$ cat src/rtl/regfile_wb_queue_if.sv
// Writeback queue bus: ALU and load result handshakes, register file write
// port, decode source lookup and queue occupancy.
// Optional macro WB_BYPASS_EN adds the forwarding outputs.
interface regfile_wb_queue_if #(
    parameter int DEPTH = 4,
    parameter int AW    = 5,
    parameter int DW    = 32
);
    localparam int CW = $clog2(DEPTH + 1);

    logic          alu_valid;
    logic          alu_ready;
    logic [AW-1:0] alu_addr;
    logic [DW-1:0] alu_data;
    logic          ld_valid;
    logic          ld_ready;
    logic [AW-1:0] ld_addr;
    logic [DW-1:0] ld_data;
    logic [AW-1:0] rd_addr;
    logic [DW-1:0] rd_w_data;
    logic          reg_write;
    logic [AW-1:0] rs_addr;
    logic [AW-1:0] rt_addr;
    logic          rs_busy;
    logic          rt_busy;
    logic [CW-1:0] count;
`ifdef WB_BYPASS_EN
    logic          rs_fwd_valid;
    logic [DW-1:0] rs_fwd_data;
    logic          rt_fwd_valid;
    logic [DW-1:0] rt_fwd_data;
`endif

    // Producer / decode / register-file side
    modport master (
        output alu_valid, alu_addr, alu_data,
        output ld_valid, ld_addr, ld_data,
        output rs_addr, rt_addr,
        input  alu_ready, ld_ready,
        input  rd_addr, rd_w_data, reg_write,
        input  rs_busy, rt_busy, count
`ifdef WB_BYPASS_EN
        , input rs_fwd_valid, rs_fwd_data, rt_fwd_valid, rt_fwd_data
`endif
    );

    // Queue side
    modport slave (
        input  alu_valid, alu_addr, alu_data,
        input  ld_valid, ld_addr, ld_data,
        input  rs_addr, rt_addr,
        output alu_ready, ld_ready,
        output rd_addr, rd_w_data, reg_write,
        output rs_busy, rt_busy, count
`ifdef WB_BYPASS_EN
        , output rs_fwd_valid, rs_fwd_data, rt_fwd_valid, rt_fwd_data
`endif
    );
endinterface

$ cat src/rtl/regfile_wb_queue.sv
// In-order writeback queue feeding the register file write port.
// Load results win over ALU results; address 0 results are acknowledged
// and dropped. The head retires every cycle the queue is nonempty.
// Optional macro WB_BYPASS_EN adds youngest-match forwarding data.
module regfile_wb_queue #(
    parameter int DEPTH = 4,
    parameter int AW    = 5,
    parameter int DW    = 32
) (
    input logic               clk,
    input logic               rst,
    regfile_wb_queue_if.slave bus
);
    localparam int PW = $clog2(DEPTH);
    localparam int CW = $clog2(DEPTH + 1);

    logic [AW-1:0] addr_mem [DEPTH];
    logic [DW-1:0] data_mem [DEPTH];
    logic [PW-1:0] wr_ptr;
    logic [PW-1:0] rd_ptr;
    logic [CW-1:0] count_q;

    logic          full;
    logic          ld_acc;
    logic          alu_acc;
    logic          push;
    logic          pop;
    logic [AW-1:0] in_addr;
    logic [DW-1:0] in_data;
    logic          rs_hit;
    logic          rt_hit;
    logic [DW-1:0] rs_data;
    logic [DW-1:0] rt_data;
    logic [PW-1:0] idx;

    // Readiness depends only on registered occupancy, never on the same-cycle pop
    assign full          = (count_q == CW'(DEPTH));
    assign bus.ld_ready  = !full;
    assign bus.alu_ready = !full && !bus.ld_valid;
    assign ld_acc        = bus.ld_valid && !full;
    assign alu_acc       = bus.alu_valid && !full && !bus.ld_valid;
    assign in_addr       = ld_acc ? bus.ld_addr : bus.alu_addr;
    assign in_data       = ld_acc ? bus.ld_data : bus.alu_data;
    assign push          = (ld_acc || alu_acc) && (in_addr != '0);
    assign pop           = (count_q != '0);

    assign bus.reg_write = pop;
    assign bus.rd_addr   = pop ? addr_mem[rd_ptr] : '0;
    assign bus.rd_w_data = pop ? data_mem[rd_ptr] : '0;
    assign bus.count     = count_q;

    // Scan occupied entries oldest to youngest so the last hit is the youngest
    always_comb begin
        rs_hit  = 1'b0;
        rt_hit  = 1'b0;
        rs_data = '0;
        rt_data = '0;
        idx     = '0;
        for (int k = 0; k < DEPTH; k++) begin
            idx = rd_ptr + PW'(k);
            if (CW'(k) < count_q) begin
                if ((bus.rs_addr != '0) && (addr_mem[idx] == bus.rs_addr)) begin
                    rs_hit  = 1'b1;
                    rs_data = data_mem[idx];
                end
                if ((bus.rt_addr != '0) && (addr_mem[idx] == bus.rt_addr)) begin
                    rt_hit  = 1'b1;
                    rt_data = data_mem[idx];
                end
            end
        end
    end

    assign bus.rs_busy = rs_hit;
    assign bus.rt_busy = rt_hit;

`ifdef WB_BYPASS_EN
    assign bus.rs_fwd_valid = rs_hit;
    assign bus.rs_fwd_data  = rs_data;
    assign bus.rt_fwd_valid = rt_hit;
    assign bus.rt_fwd_data  = rt_data;
`else
    logic unused_fwd;
    assign unused_fwd = ^{rs_data, rt_data};
`endif

    // Entry storage; stale contents are harmless because occupancy gates every read
    always_ff @(posedge clk) begin
        if (push) begin
            addr_mem[wr_ptr] <= in_addr;
            data_mem[wr_ptr] <= in_data;
        end
    end

    // Pointers and occupancy; reset drops every queued entry
    always_ff @(posedge clk) begin
        if (rst) begin
            wr_ptr  <= '0;
            rd_ptr  <= '0;
            count_q <= '0;
        end else begin
            if (push) wr_ptr <= wr_ptr + PW'(1);
            if (pop)  rd_ptr <= rd_ptr + PW'(1);
            count_q <= count_q + CW'(push) - CW'(pop);
        end
    end
endmodule

$ cat src/flat_wrapper.sv
// flat-port wrapper written by rule: the top's interface ports become plain ports
module regfile_wb_queue_flat 
#(
    parameter int DEPTH = 4,
    parameter int AW    = 5,
    parameter int DW    = 32
)
  (clk, rst, bus_alu_valid, bus_alu_addr, bus_alu_data, bus_ld_valid, bus_ld_addr, bus_ld_data, bus_rs_addr, bus_rt_addr, bus_alu_ready, bus_ld_ready, bus_rd_addr, bus_rd_w_data, bus_reg_write, bus_rs_busy, bus_rt_busy, bus_count);
  regfile_wb_queue_if #(.DEPTH(DEPTH), .AW(AW), .DW(DW)) bus_i ();
  input logic clk;
  input logic rst;
  input wire logic [$bits(bus_i.alu_valid)-1:0] bus_alu_valid;
  input wire logic [$bits(bus_i.alu_addr)-1:0] bus_alu_addr;
  input wire logic [$bits(bus_i.alu_data)-1:0] bus_alu_data;
  input wire logic [$bits(bus_i.ld_valid)-1:0] bus_ld_valid;
  input wire logic [$bits(bus_i.ld_addr)-1:0] bus_ld_addr;
  input wire logic [$bits(bus_i.ld_data)-1:0] bus_ld_data;
  input wire logic [$bits(bus_i.rs_addr)-1:0] bus_rs_addr;
  input wire logic [$bits(bus_i.rt_addr)-1:0] bus_rt_addr;
  output wire logic [$bits(bus_i.alu_ready)-1:0] bus_alu_ready;
  output wire logic [$bits(bus_i.ld_ready)-1:0] bus_ld_ready;
  output wire logic [$bits(bus_i.rd_addr)-1:0] bus_rd_addr;
  output wire logic [$bits(bus_i.rd_w_data)-1:0] bus_rd_w_data;
  output wire logic [$bits(bus_i.reg_write)-1:0] bus_reg_write;
  output wire logic [$bits(bus_i.rs_busy)-1:0] bus_rs_busy;
  output wire logic [$bits(bus_i.rt_busy)-1:0] bus_rt_busy;
  output wire logic [$bits(bus_i.count)-1:0] bus_count;
  assign bus_i.alu_valid = bus_alu_valid;
  assign bus_i.alu_addr = bus_alu_addr;
  assign bus_i.alu_data = bus_alu_data;
  assign bus_i.ld_valid = bus_ld_valid;
  assign bus_i.ld_addr = bus_ld_addr;
  assign bus_i.ld_data = bus_ld_data;
  assign bus_i.rs_addr = bus_rs_addr;
  assign bus_i.rt_addr = bus_rt_addr;
  assign bus_alu_ready = bus_i.alu_ready;
  assign bus_ld_ready = bus_i.ld_ready;
  assign bus_rd_addr = bus_i.rd_addr;
  assign bus_rd_w_data = bus_i.rd_w_data;
  assign bus_reg_write = bus_i.reg_write;
  assign bus_rs_busy = bus_i.rs_busy;
  assign bus_rt_busy = bus_i.rt_busy;
  assign bus_count = bus_i.count;
  regfile_wb_queue #(.DEPTH(DEPTH), .AW(AW), .DW(DW)) u_core (.clk(clk), .rst(rst), .bus(bus_i));
endmodule
$ cat config.mk
export PLATFORM = sky130hd
export DESIGN_NAME = regfile_wb_queue_flat
export DESIGN_NICKNAME = d
export VERILOG_FILES = /design/src/rtl/regfile_wb_queue_if.sv /design/src/rtl/regfile_wb_queue.sv /design/src/flat_wrapper.sv
export SDC_FILE = /design/constraint.sdc
export NUM_CORES = 1
export LEC_CHECK = 0
export ABC_CLOCK_PERIOD_IN_PS = 3350
export BUFFER_PORTS_ARGS = -buffer_cell sky130_fd_sc_hd__buf_2
export CORE_ASPECT_RATIO = 1.75
export CORE_MARGIN = 1.5
export CORE_UTILIZATION = 55
export DETAILED_ROUTE_END_ITERATION = 16
export PLACE_DENSITY = 0.82
export SYNTH_ARGS = -nofsm -noshare
export SYNTH_HDL_FRONTEND = slang
export SYNTH_SLANG_ARGS = --single-unit
$ cat constraint.sdc
create_clock -name clk -period 3.35 [get_ports clk]
set_input_delay 0 -clock clk [delete_from_list [all_inputs] [get_ports clk]]
set_output_delay 0 -clock clk [all_outputs]
set_load 0.03 [all_outputs]
==> run metrics <==
Row Count=56; pre-CTS WS=487.8 ps; Initial Util=0.5642; clock-pin slew on the worst setup and hold paths=70 ps; vias in the first global route=5072; wire length per cell=22.34 um; Setup crit start kind=register; pwr/cell area=926.1 nW/um^2; Post-Synth Simple-Gate Area=0.06661; VDD IR max=0.6342 mV; Critical Path Source=u_core.bus.count[2]$_SDFF_PP0_; Post-Synth XOR/XNOR Area=0.05220; worst setup path end=u_core.addr_mem[2][0]$_DFFE_PP_; largest fanout on the critical path=37; initial antenna violation count=1; unrepaired setup endpoints after global routing=no; clock skew=9.659 ps; drt pass-1 iters=4; die height=158.0 um; I/O Buffers=132; # setup viols final=0; flop-to-flop setup slack=420 ps; adder-cell share of the synthesized area=0.01591; # IOs=133; outcome=completed; final hold violations=0; FF-to-FF path depth=7; setup slack after layout=421.5 ps; Max-cap violations=0; setup TNS=0 ps; root buffer cell=clkbuf_16; Worst R2R Start=u_core.bus.count[2]$_SDFF_PP0_; die area=14470 um^2; CTS buffer count=17; Die Width=91.58 um; nets=738; Period minus WS final=2928 ps; All-Layer GR Usage=0.2683; Routed Wire Length=18520 um; sequential area share after synthesis=0.6124; mux cell area share after synthesis=0.2149; number of vias per cell=5.762; Slew Limit Fails=0; Seq cells post-synth=157; Area Overhead vs Synth=26.99%; Residual DRC=0; Max Freq=0.3415 GHz; Post-DRT Antenna Nets=0; number of fill cells=808; post-CTS setup buffer count=0; final worst path period share=0.8742; layout cells sized above 1=0.4006; largest net degree at the start of global routing=41; Leak=3.489 nW; Yosys cell types=40; Synthesized Nets=543; post-DP HPWL=11670 um; Post-Syn Area=7551 um^2; total gr overflow=0; highest-count cells in the layout ignoring fill and taps=edfxtp_1 (148), buf_2 (132), dlygate4sd3_1 (66), mux4_2 (47), and2_1 (37); core area=13380 um^2; Placement Cell Area=8351 um^2; H-tree Lvls=4; CTS tree=done; largest family of logic cells by synthesized area=multiplexers; CP Capture Type=register; Syn Inst Count=446; GP Congestion=1.001; Slew Limit Headroom=0.3099; clk_lat worst skew=420 ps; commonest non-fill, non-tap cell in the layout=edfxtp_1; Initial DRC Count=343; Worst R2R End=u_core.addr_mem[2][0]$_DFFE_PP_; final core occ=0.7165; via count=4777; Finished Cell Area=9589 um^2; CP Data Required Time=3380 ps; Synth Area per Inst=16.93 um^2; CTS sink cnt=157; critical path data arrival time=2950 ps; Worst-Margin Slew=1035 ps; WS Path Type=reg -> reg; Hold Path Class=in -> reg; first-pass GRT wire length=27830 um; YS warnings=0; total power=8.880 mW; post-synthesis compound-gate area fraction=0.01359; Bufs on Longest Clock Path=2
## sequential cells by signal, indices dropped and copies added, names as in the netlist, named ones only
register          count
u_core.addr_mem      20
u_core.bus.count      3
u_core.data_mem     128
u_core.rd_ptr         2
u_core.wr_ptr         2
## repair_timing
item                      4_1_cts  5_1_grt
hold buffers                   66        0
resized for setup               0        0
hold endpoints to repair      141        0
## area by class of cell
cell class	count	area [um^2]	area share
Antenna cell	1	2.502	0.0002610
Clock buffer	19	432.9	0.04515
Clock inverter	13	142.6	0.01487
Inverter	10	37.54	0.003914
Multi-Input combinational cell	249	2748	0.2865
Sequential cell	157	4627	0.4825
Tap cell	174	217.7	0.02270
Timing Repair Buffer	206	1381	0.1440
## how the worst min path moves through the flow
stage                   startpoint                              end  cells after the start
global route        bus_ld_addr[2]  u_core.addr_mem[3][2]$_DFFE_PP_                      2
detailed placement             rst                         register                      2
finish              bus_ld_addr[2]  u_core.addr_mem[3][2]$_DFFE_PP_                      2
floorplan                      rst   u_core.bus.count[0]$_SDFF_PP0_                      1
CTS                 bus_ld_addr[2]  u_core.addr_mem[3][2]$_DFFE_PP_                      2
global placement               rst                         register                      2
## cell families after synthesis
family,count (synthesis)
buffers and inverters,40
XOR/XNOR,45
AND/OR/NAND/NOR,87
flip-flops,157
adder cells (fa/ha/maj),9
multiplexers,94
AO/OA/AOI/OAI,14
## worst max-delay path, cell delays in order, from the launching register on
cell	delay (ps)
dfxtp_1	410
nor3b_2	410
inv_2	140
nand2_2	100
mux2_2	410
o31ai_4	330
inv_1	150
and2_2	540
## cell usage after synthesis, drive strengths merged
cell     instances  area, um^2
a21oi            3       15.01
a221o            1       10.01
a31oi            1       6.260
and2            41       256.5
buf             14       86.33
clkbuf          16       60.06
dfxtp            9       180.2
edfxtp         148        4444
fa               1       20.02
ha               8       100.1
inv             10       37.53
mux2            33       371.6
mux2i           11       113.9
mux4            50        1137
nand2            6       25.03
nand3            8       40.04
nand4            5       31.28
nor2            13       48.80
nor2b            2       12.51
nor3             6       35.03
nor3b            2       20.02
nor4             2       18.77
o2111ai          1       8.760
o21a             1       7.510
o21ai            5       25.02
o2bb2ai          1       8.760
o31ai            1       21.27
or4              2       15.01
xnor2           25       219.0
xor2            20       175.2
## metal layers
metal | wire [um] | GRT usage | vias up
met5 | 0 | 0 | -
met1 | 6414 | 0.2854 | 2401
met4 | 724 | 0.1384 | 0
li1 | - | - | 2119
met3 | 828 | 0.05235 | 47
met2 | 10550 | 0.4982 | 210
## report_power, final
group	switching, mW	total, mW	leakage, nW	internal [mW]
Clock	0.762	1.86	0.268	1.10
Sequential	0.247	3.03	1.44	2.78
Combinational	2.38	3.99	1.78	1.61
## stage by stage
stage / hold slack, ps / instances
2_1_floorplan: 71.61 / 446
3_3_place_gp: 292.5 / 730
3_5_place_dp: 300.6 / 730
4_1_cts: 2.633 / 828
5_1_grt: 4.448 / 829
6_report: 32.39 / 829
No activity file was read; power rests on OpenSTA's default activity.
